==> config.mk <==
export PLATFORM = sky130hd
export DESIGN_NAME = axis_packet_arbiter_flat
export DESIGN_NICKNAME = d
export VERILOG_FILES = /design/src/rtl/axis_packet_arbiter_pkg.sv /design/src/rtl/axis_packet_arbiter_if.sv /design/src/rtl/axis_packet_arbiter_rr_priority_select.sv /design/src/rtl/axis_packet_arbiter.sv /design/src/flat_wrapper.sv
export SDC_FILE = /design/constraint.sdc
export NUM_CORES = 1
export LEC_CHECK = 0
export ABC_CLOCK_PERIOD_IN_PS = 2500
export BUFFER_PORTS_ARGS = -buffer_cell sky130_fd_sc_hd__buf_4
export CAP_MARGIN = 10
export CORE_MARGIN = 8
export CORE_UTILIZATION = 45
export DETAILED_ROUTE_END_ITERATION = 8
export PLACE_DENSITY = 0.88
export RECOVER_POWER = 100
export SLEW_MARGIN = 20
export SYNTH_ARGS = -nofsm -noshare
export SYNTH_HDL_FRONTEND = slang
export SYNTH_HIERARCHICAL = 1
export SYNTH_SLANG_ARGS = --single-unit
==> constraint.sdc <==
create_clock -name aclk -period 2.5 [get_ports aclk]
set_input_delay 0.75 -clock aclk [delete_from_list [all_inputs] [get_ports aclk]]
set_output_delay 0.75 -clock aclk [all_outputs]
set_load 0.02 [all_outputs]
==> src/rtl/axis_packet_arbiter_pkg.sv <==
// Shared types and constants for the AXI4-Stream packet arbiter.
package axis_pkt_arb_pkg;

  // Width of the completed-packet status counter.
  localparam int STS_WIDTH = 32;

  // Arbiter FSM: IDLE arbitrates, BUSY streams one packet from the granted port.
  typedef enum logic {
    IDLE = 1'b0,
    BUSY = 1'b1
  } state_t;

endpackage

==> src/rtl/axis_packet_arbiter_if.sv <==
// Stream bundle around the arbiter: NUM_PORTS flat slave lanes in, one packet stream out.
// The master modport is the arbiter's view (it masters the output stream);
// the slave modport is the surrounding fabric's view.
interface axis_packet_arbiter_if #(
  parameter int AXIS_TDATA_WIDTH = 32,
  parameter int NUM_PORTS        = 4,
  parameter int SEL_WIDTH        = 2
);

  logic [NUM_PORTS*AXIS_TDATA_WIDTH-1:0] s_axis_tdata;
  logic [NUM_PORTS-1:0]                  s_axis_tvalid;
  logic [NUM_PORTS-1:0]                  s_axis_tready;

  logic [AXIS_TDATA_WIDTH-1:0]           m_axis_tdata;
  logic                                  m_axis_tvalid;
  logic                                  m_axis_tready;
  logic                                  m_axis_tlast;
  logic [SEL_WIDTH-1:0]                  m_axis_tuser;

  modport master (
    input  s_axis_tdata, s_axis_tvalid, m_axis_tready,
    output s_axis_tready, m_axis_tdata, m_axis_tvalid, m_axis_tlast, m_axis_tuser
  );

  modport slave (
    output s_axis_tdata, s_axis_tvalid, m_axis_tready,
    input  s_axis_tready, m_axis_tdata, m_axis_tvalid, m_axis_tlast, m_axis_tuser
  );

endinterface

==> src/rtl/axis_packet_arbiter_rr_priority_select.sv <==
// Round-robin pick: first set req bit searching upward from last+1, wrapping at N.
// Rotate the request vector so last+1 sits at bit 0, take the lowest set bit,
// then rotate the index back.
module rr_priority_select
  import axis_pkt_arb_pkg::*;
#(
  parameter int N         = 4,
  parameter int SEL_WIDTH = 2
) (
  input  logic [N-1:0]         req,
  input  logic [SEL_WIDTH-1:0] last,
  output logic [SEL_WIDTH-1:0] gnt_idx,
  output logic                 gnt_any
);

  localparam int IW = $clog2(N);

  logic [N-1:0] req_rot;

  // Rotate, priority-encode lowest set bit, map back to a port index.
  always_comb begin
    int start;
    start   = (int'(last) + 1) % N;
    req_rot = '0;
    for (int k = 0; k < N; k++) begin
      req_rot[k] = req[IW'((start + k) % N)];
    end
    gnt_any = |req;
    gnt_idx = '0;
    // Walk downward so the smallest rotated offset wins.
    for (int k = N - 1; k >= 0; k--) begin
      if (req_rot[k]) gnt_idx = SEL_WIDTH'((start + k) % N);
    end
  end

endmodule

==> src/rtl/axis_packet_arbiter.sv <==
// Packet-granular round-robin arbiter: shares one AXI4-Stream output among
// NUM_PORTS free-running sources, one packet of cfg_data+1 beats per grant.
// Datapath is pass-through; only grant, length and beat count are registered.
module axis_packet_arbiter
  import axis_pkt_arb_pkg::*;
#(
  parameter int AXIS_TDATA_WIDTH = 32,
  parameter int CNTR_WIDTH       = 32,
  parameter int NUM_PORTS        = 4,
  parameter int SEL_WIDTH        = 2
) (
  input  logic                  aclk,
  input  logic                  aresetn,
  input  logic [CNTR_WIDTH-1:0] cfg_data,
  input  logic [NUM_PORTS-1:0]  cfg_mask,
  axis_packet_arbiter_if.master axis,
  output logic [STS_WIDTH-1:0]  sts_packets
);

  state_t                state, state_nxt;
  logic [SEL_WIDTH-1:0]  sel, sel_nxt;
  logic [SEL_WIDTH-1:0]  last_sel, last_nxt;
  logic [CNTR_WIDTH-1:0] cntr, cntr_nxt;
  logic [CNTR_WIDTH-1:0] len_reg, len_nxt;
  logic [STS_WIDTH-1:0]  sts_nxt;

  logic [NUM_PORTS-1:0]  req;
  logic [SEL_WIDTH-1:0]  gnt_idx;
  logic                  gnt_any;

  logic [NUM_PORTS-1:0][AXIS_TDATA_WIDTH-1:0] s_data;
  logic [NUM_PORTS-1:0]  sel_oh;
  logic [AXIS_TDATA_WIDTH-1:0] sel_data;
  logic                  sel_vld;

  logic [AXIS_TDATA_WIDTH-1:0] m_data;
  logic                  m_vld;
  logic                  m_last;
  logic [SEL_WIDTH-1:0]  m_user;
  logic [NUM_PORTS-1:0]  s_rdy;

  assign s_data = axis.s_axis_tdata;
  assign req    = cfg_mask & axis.s_axis_tvalid;

  rr_priority_select #(
    .N         (NUM_PORTS),
    .SEL_WIDTH (SEL_WIDTH)
  ) u_rr (
    .req     (req),
    .last    (last_sel),
    .gnt_idx (gnt_idx),
    .gnt_any (gnt_any)
  );

  // One-hot decode of the granted lane.
  for (genvar g = 0; g < NUM_PORTS; g++) begin : g_lane
    assign sel_oh[g] = (sel == SEL_WIDTH'(g));
  end

  // Granted lane's data/valid, AND-OR mux over the one-hot select.
  always_comb begin
    sel_data = '0;
    sel_vld  = 1'b0;
    for (int i = 0; i < NUM_PORTS; i++) begin
      if (sel_oh[i]) begin
        sel_data = sel_data | s_data[i];
        sel_vld  = sel_vld  | axis.s_axis_tvalid[i];
      end
    end
  end

  // Next-state and output decode; IDLE keeps every output at zero.
  always_comb begin
    state_nxt = state;
    sel_nxt   = sel;
    last_nxt  = last_sel;
    cntr_nxt  = cntr;
    len_nxt   = len_reg;
    sts_nxt   = sts_packets;
    m_data    = '0;
    m_vld     = 1'b0;
    m_last    = 1'b0;
    m_user    = '0;
    s_rdy     = '0;
    case (state)
      IDLE: begin
        if (gnt_any) begin
          state_nxt = BUSY;
          sel_nxt   = gnt_idx;
          len_nxt   = cfg_data;
          cntr_nxt  = '0;
        end
      end
      BUSY: begin
        m_data = sel_data;
        m_vld  = sel_vld;
        m_user = sel;
        m_last = (cntr == len_reg);
        s_rdy  = sel_oh & {NUM_PORTS{axis.m_axis_tready}};
        if (m_vld && axis.m_axis_tready) begin
          if (m_last) begin
            // Packet done: rotate priority past this port and take the bubble.
            state_nxt = IDLE;
            last_nxt  = sel;
            sts_nxt   = sts_packets + STS_WIDTH'(1);
          end else begin
            cntr_nxt  = cntr + CNTR_WIDTH'(1);
          end
        end
      end
      default: state_nxt = IDLE;
    endcase
  end

  // State and bookkeeping registers; reset leaves port 0 with first priority.
  always_ff @(posedge aclk or negedge aresetn) begin
    if (!aresetn) begin
      state       <= IDLE;
      sel         <= '0;
      last_sel    <= SEL_WIDTH'(NUM_PORTS - 1);
      cntr        <= '0;
      len_reg     <= '0;
      sts_packets <= '0;
    end else begin
      state       <= state_nxt;
      sel         <= sel_nxt;
      last_sel    <= last_nxt;
      cntr        <= cntr_nxt;
      len_reg     <= len_nxt;
      sts_packets <= sts_nxt;
    end
  end

  assign axis.m_axis_tdata  = m_data;
  assign axis.m_axis_tvalid = m_vld;
  assign axis.m_axis_tlast  = m_last;
  assign axis.m_axis_tuser  = m_user;
  assign axis.s_axis_tready = s_rdy;

endmodule

==> src/flat_wrapper.sv <==
// flat-port wrapper written by rule: the top's interface ports become plain ports
module axis_packet_arbiter_flat import axis_pkt_arb_pkg::*;
#(
  parameter int AXIS_TDATA_WIDTH = 32,
  parameter int CNTR_WIDTH       = 32,
  parameter int NUM_PORTS        = 4,
  parameter int SEL_WIDTH        = 2
)
  (aclk, aresetn, cfg_data, cfg_mask, sts_packets, axis_s_axis_tdata, axis_s_axis_tvalid, axis_m_axis_tready, axis_s_axis_tready, axis_m_axis_tdata, axis_m_axis_tvalid, axis_m_axis_tlast, axis_m_axis_tuser);
  axis_packet_arbiter_if #(.AXIS_TDATA_WIDTH(AXIS_TDATA_WIDTH), .NUM_PORTS(NUM_PORTS), .SEL_WIDTH(SEL_WIDTH)) axis_i ();
  input  logic aclk;
  input  logic aresetn;
  input  logic [CNTR_WIDTH-1:0] cfg_data;
  input  logic [NUM_PORTS-1:0] cfg_mask;
  output logic [STS_WIDTH-1:0] sts_packets;
  input wire logic [$bits(axis_i.s_axis_tdata)-1:0] axis_s_axis_tdata;
  input wire logic [$bits(axis_i.s_axis_tvalid)-1:0] axis_s_axis_tvalid;
  input wire logic [$bits(axis_i.m_axis_tready)-1:0] axis_m_axis_tready;
  output wire logic [$bits(axis_i.s_axis_tready)-1:0] axis_s_axis_tready;
  output wire logic [$bits(axis_i.m_axis_tdata)-1:0] axis_m_axis_tdata;
  output wire logic [$bits(axis_i.m_axis_tvalid)-1:0] axis_m_axis_tvalid;
  output wire logic [$bits(axis_i.m_axis_tlast)-1:0] axis_m_axis_tlast;
  output wire logic [$bits(axis_i.m_axis_tuser)-1:0] axis_m_axis_tuser;
  assign axis_i.s_axis_tdata = axis_s_axis_tdata;
  assign axis_i.s_axis_tvalid = axis_s_axis_tvalid;
  assign axis_i.m_axis_tready = axis_m_axis_tready;
  assign axis_s_axis_tready = axis_i.s_axis_tready;
  assign axis_m_axis_tdata = axis_i.m_axis_tdata;
  assign axis_m_axis_tvalid = axis_i.m_axis_tvalid;
  assign axis_m_axis_tlast = axis_i.m_axis_tlast;
  assign axis_m_axis_tuser = axis_i.m_axis_tuser;
  axis_packet_arbiter #(.AXIS_TDATA_WIDTH(AXIS_TDATA_WIDTH), .CNTR_WIDTH(CNTR_WIDTH), .NUM_PORTS(NUM_PORTS), .SEL_WIDTH(SEL_WIDTH)) u_core (.aclk(aclk), .aresetn(aresetn), .cfg_data(cfg_data), .cfg_mask(cfg_mask), .axis(axis_i), .sts_packets(sts_packets));
endmodule
==> metrics <==
GPL Wtd Cong 0.9457; worst r2r dst u_core/sts_packets[6]; unrepaired setup endpoints after global routing true; area occupied by registers 0.002532 sq mm; first-pass GRT wire length 34690 microns; Startpoint Class register; metal2 WL 11710 microns; CTS sink count 101; vias in the first global route 6281; post-DR wirelength/cell 20.41 microns; Seq cells post-synth 101; Clock transition at path regs 70 ps; top-count cell post-synth nand2_1; Final Skew 10.53 ps; CTS Hold Buffers Added 0; R2R depth 9; HP Start u_core/sts_packets[31]; CP Data Arrival Time 1960 ps; worst hold stages 1; clock buffer count from CTS 9; Slew HR 30.50%; latest clock arrival within the worst-skew pair 350 ps; Detailed Place HPWL 17220 microns; clock share of power 25.5%; Cell Area, Synth 0.006297 sq mm; Slew Viols, Final 0; number of flops mapped to enable cells by yosys 0; Hold Slack 478.8 ps; IO Pins 243; worst reg2reg path startpoint u_core/sel[0]; Die H 134.3 microns; Final ANT Viol Nets 0; sw frac 31.32%; Starting Density 45.72%; routed vias 6269; Yosys cell types 50; most area-hungry cell type in the Yosys netlist dfrtp_1; total grt overflow 0; Die W 134.3 microns; Antenna diodes 0; Die Footprint 0.01804 sq mm; ys flop type dfrtp_1; Critical Path RT 1750 ps; Final WS setup -214.4 ps; failing checks setup timing; Pwr Density 568.7 mW/mm^2; CP max FO 4; Total GRT Usage 24.56%; detailed-route DRC error count 0; Root Buffer clkbuf_16; Max Cap Violations 0; Commonest cells post-synth nand2_1 (133), dfrtp_1 (99), xnor2_1 (49); CP Class register to primary output; Met3 Routed Length 1911 microns; Leak Pwr 4.218 nW; status finished with violations; cell count after synthesis 657; Switch Pwr 1.623 mW; M1 wire length 8410 microns; nets@finish 1100; Routed Wire Length 22700 microns; initial antenna violation count 0; syn avg cell area 9.585 sq um; Post-Syn Nets 830; Worst Tran Pin Value 1043 ps; Seq pwr share 36.8%; dominant cells by area after synthesis dfrtp_1 (39%), mux4_2 (11%), nand2_1 (7.9%), xnor2_1 (6.8%), and2_1 (3.9%); min-delay worst type register to register; Port Buffers 242; YS warnings 6; H-Tree Depth 3; flop2flop setup slack -150 ps; core area 0.01377 sq mm; Fmax 0.3684 GHz; Post-synth ARST share 100.0%; DRT iter0 DRCs 653; Setup-failing EPs final 43; Tcrit/Tclk final 108.6%; drt pass-1 iters 5; largest net degree at the start of global routing 57; area of the multi-input gates 0.003726 sq mm; CTS max path bufs 2; fin crit period 2714 ps; FILL cells 1087; Total Power 5.182 mW; Worst IR Drop VDD 0.5385 mV; post-synthesis sequential area ratio 40.17%; Synth top area share 39.34%; Comb power frac 37.7%; vias per cell 5.638; area delta synth->final 44.70%; crit end category primary output; row cnt 43; hold path endpoint u_core/sts_packets[31]; highest routed layer met4; layout cell share with drive strength beyond 1 39.70%; Final Hold Fails 0; CTS tree yes; Internal 3.559 mW
[layer usage]
layer	GRT usage (%)	up-vias
met1	27.55	3025
met2	44.04	302
met3	6.283	45
met4	8.609	0
li1	-	2897
met5	0	-
[cell type report]
cell class                 instances  share of cell area (%)
multi-input combinational        512                   40.89
sequential                       101                   27.79
timing repair buffer             296                   25.47
clock buffer                       9                   2.472
tap                              180                   2.472
clock inverter                     7                  0.6179
inverter                           7                  0.2883
[stage by stage]
stage | instances | cell area [sq um] | setup TNS, ps | utilization (%) | worst slack (ps)
after floorplan | 657 | 6297 | -457.0 | - | -22.85
after global placement | 1079 | 8546 | 0 | 62.05 | 55.81
after detailed placement | 1079 | 8546 | 0 | 62.05 | 49.83
after CTS | 1108 | 9266 | -2690 | 67.28 | -164.1
after global routing | 1112 | 9112 | -12770 | 66.16 | -334.4
final | 1112 | 9112 | -3213 | 66.16 | -214.4
[critical path, cell delays in order, from the launching register on]
cell and delay (ps):
dfrtp_2 390, clkbuf_2 240, clkbuf_16 190, mux4_2 510, and2_4 180, buf_6 120
[cell families (layout without fill, tap and decap cells)]
group | count (synthesis) | in the layout | share of synthesized area, %
AND/OR/NAND/NOR | 340 | 340 | 28.53
flip-flops | 101 | 101 | 40.17
AO/OA/AOI/OAI | 69 | 69 | 6.398
XOR/XNOR | 63 | 63 | 8.762
buffers and inverters | 44 | 319 | 3.278
multiplexers | 38 | 38 | 12.46
adder cells (fa/ha/maj) | 2 | 2 | 0.3973
[placed cells by master, fill, tap and decap left out, types with 3 or more instances in the layout]
cell         n
xor2_1      14
or4_1        8
clkbuf_2     7
buf_12       5
and4_1       4
nor4_4       3
nand2_1    133
nand2b_1     3
nand3_1     30
o21ai_0     24
inv_1        6
clkbuf_16   10
or3_1       24
mux4_2      32
buf_6       33
o31ai_1      6
mux2_2       3
nor2_1      18
and3_1      14
a21oi_1     29
clkbuf_1    38
buf_4      205
and2_1       6
nor3_1      12
o211ai_1     3
and2_4      33
dfrtp_1     97
xnor2_1     41
inv_6        4
nor4_1       3
nand4_1     37
xnor2_2      8
clkbuf_4     3
[power groups by stage]
stage               Clock [mW]  Sequential [mW]  Combinational, mW
detailed placement           0             1.94               1.60
global route              1.43             1.92               2.09
floorplan                    0             1.89              0.924
CTS                       1.36             1.90               1.92
global placement             0             1.93               1.56
finish                    1.32             1.90               1.95
[worst max-delay path by stage]
stage                                       from               endpoint  slack [ps]
after global placement    axis_s_axis_tdata[122]  axis_m_axis_tdata[26]          60
final                              u_core/sel[0]  axis_m_axis_tdata[30]        -210
after CTS                     u_core/len_reg[25]      axis_m_axis_tlast        -160
after floorplan                    u_core/sel[0]  axis_m_axis_tdata[10]         -20
after detailed placement   axis_s_axis_tdata[90]  axis_m_axis_tdata[26]          50
after global routing              u_core/cntr[1]      axis_m_axis_tlast        -330
[what timing repair did]
| action | CTS | global route |
|---|---|---|
| setup endpoints to repair | 34 | 35 |
| setup buffers | 11 | 3 |
| resized for setup | 80 | 7 |
| cloned | 2 | 1 |
| pin swaps | 12 | 2 |
No activity file was read; power rests on OpenSTA's default activity.
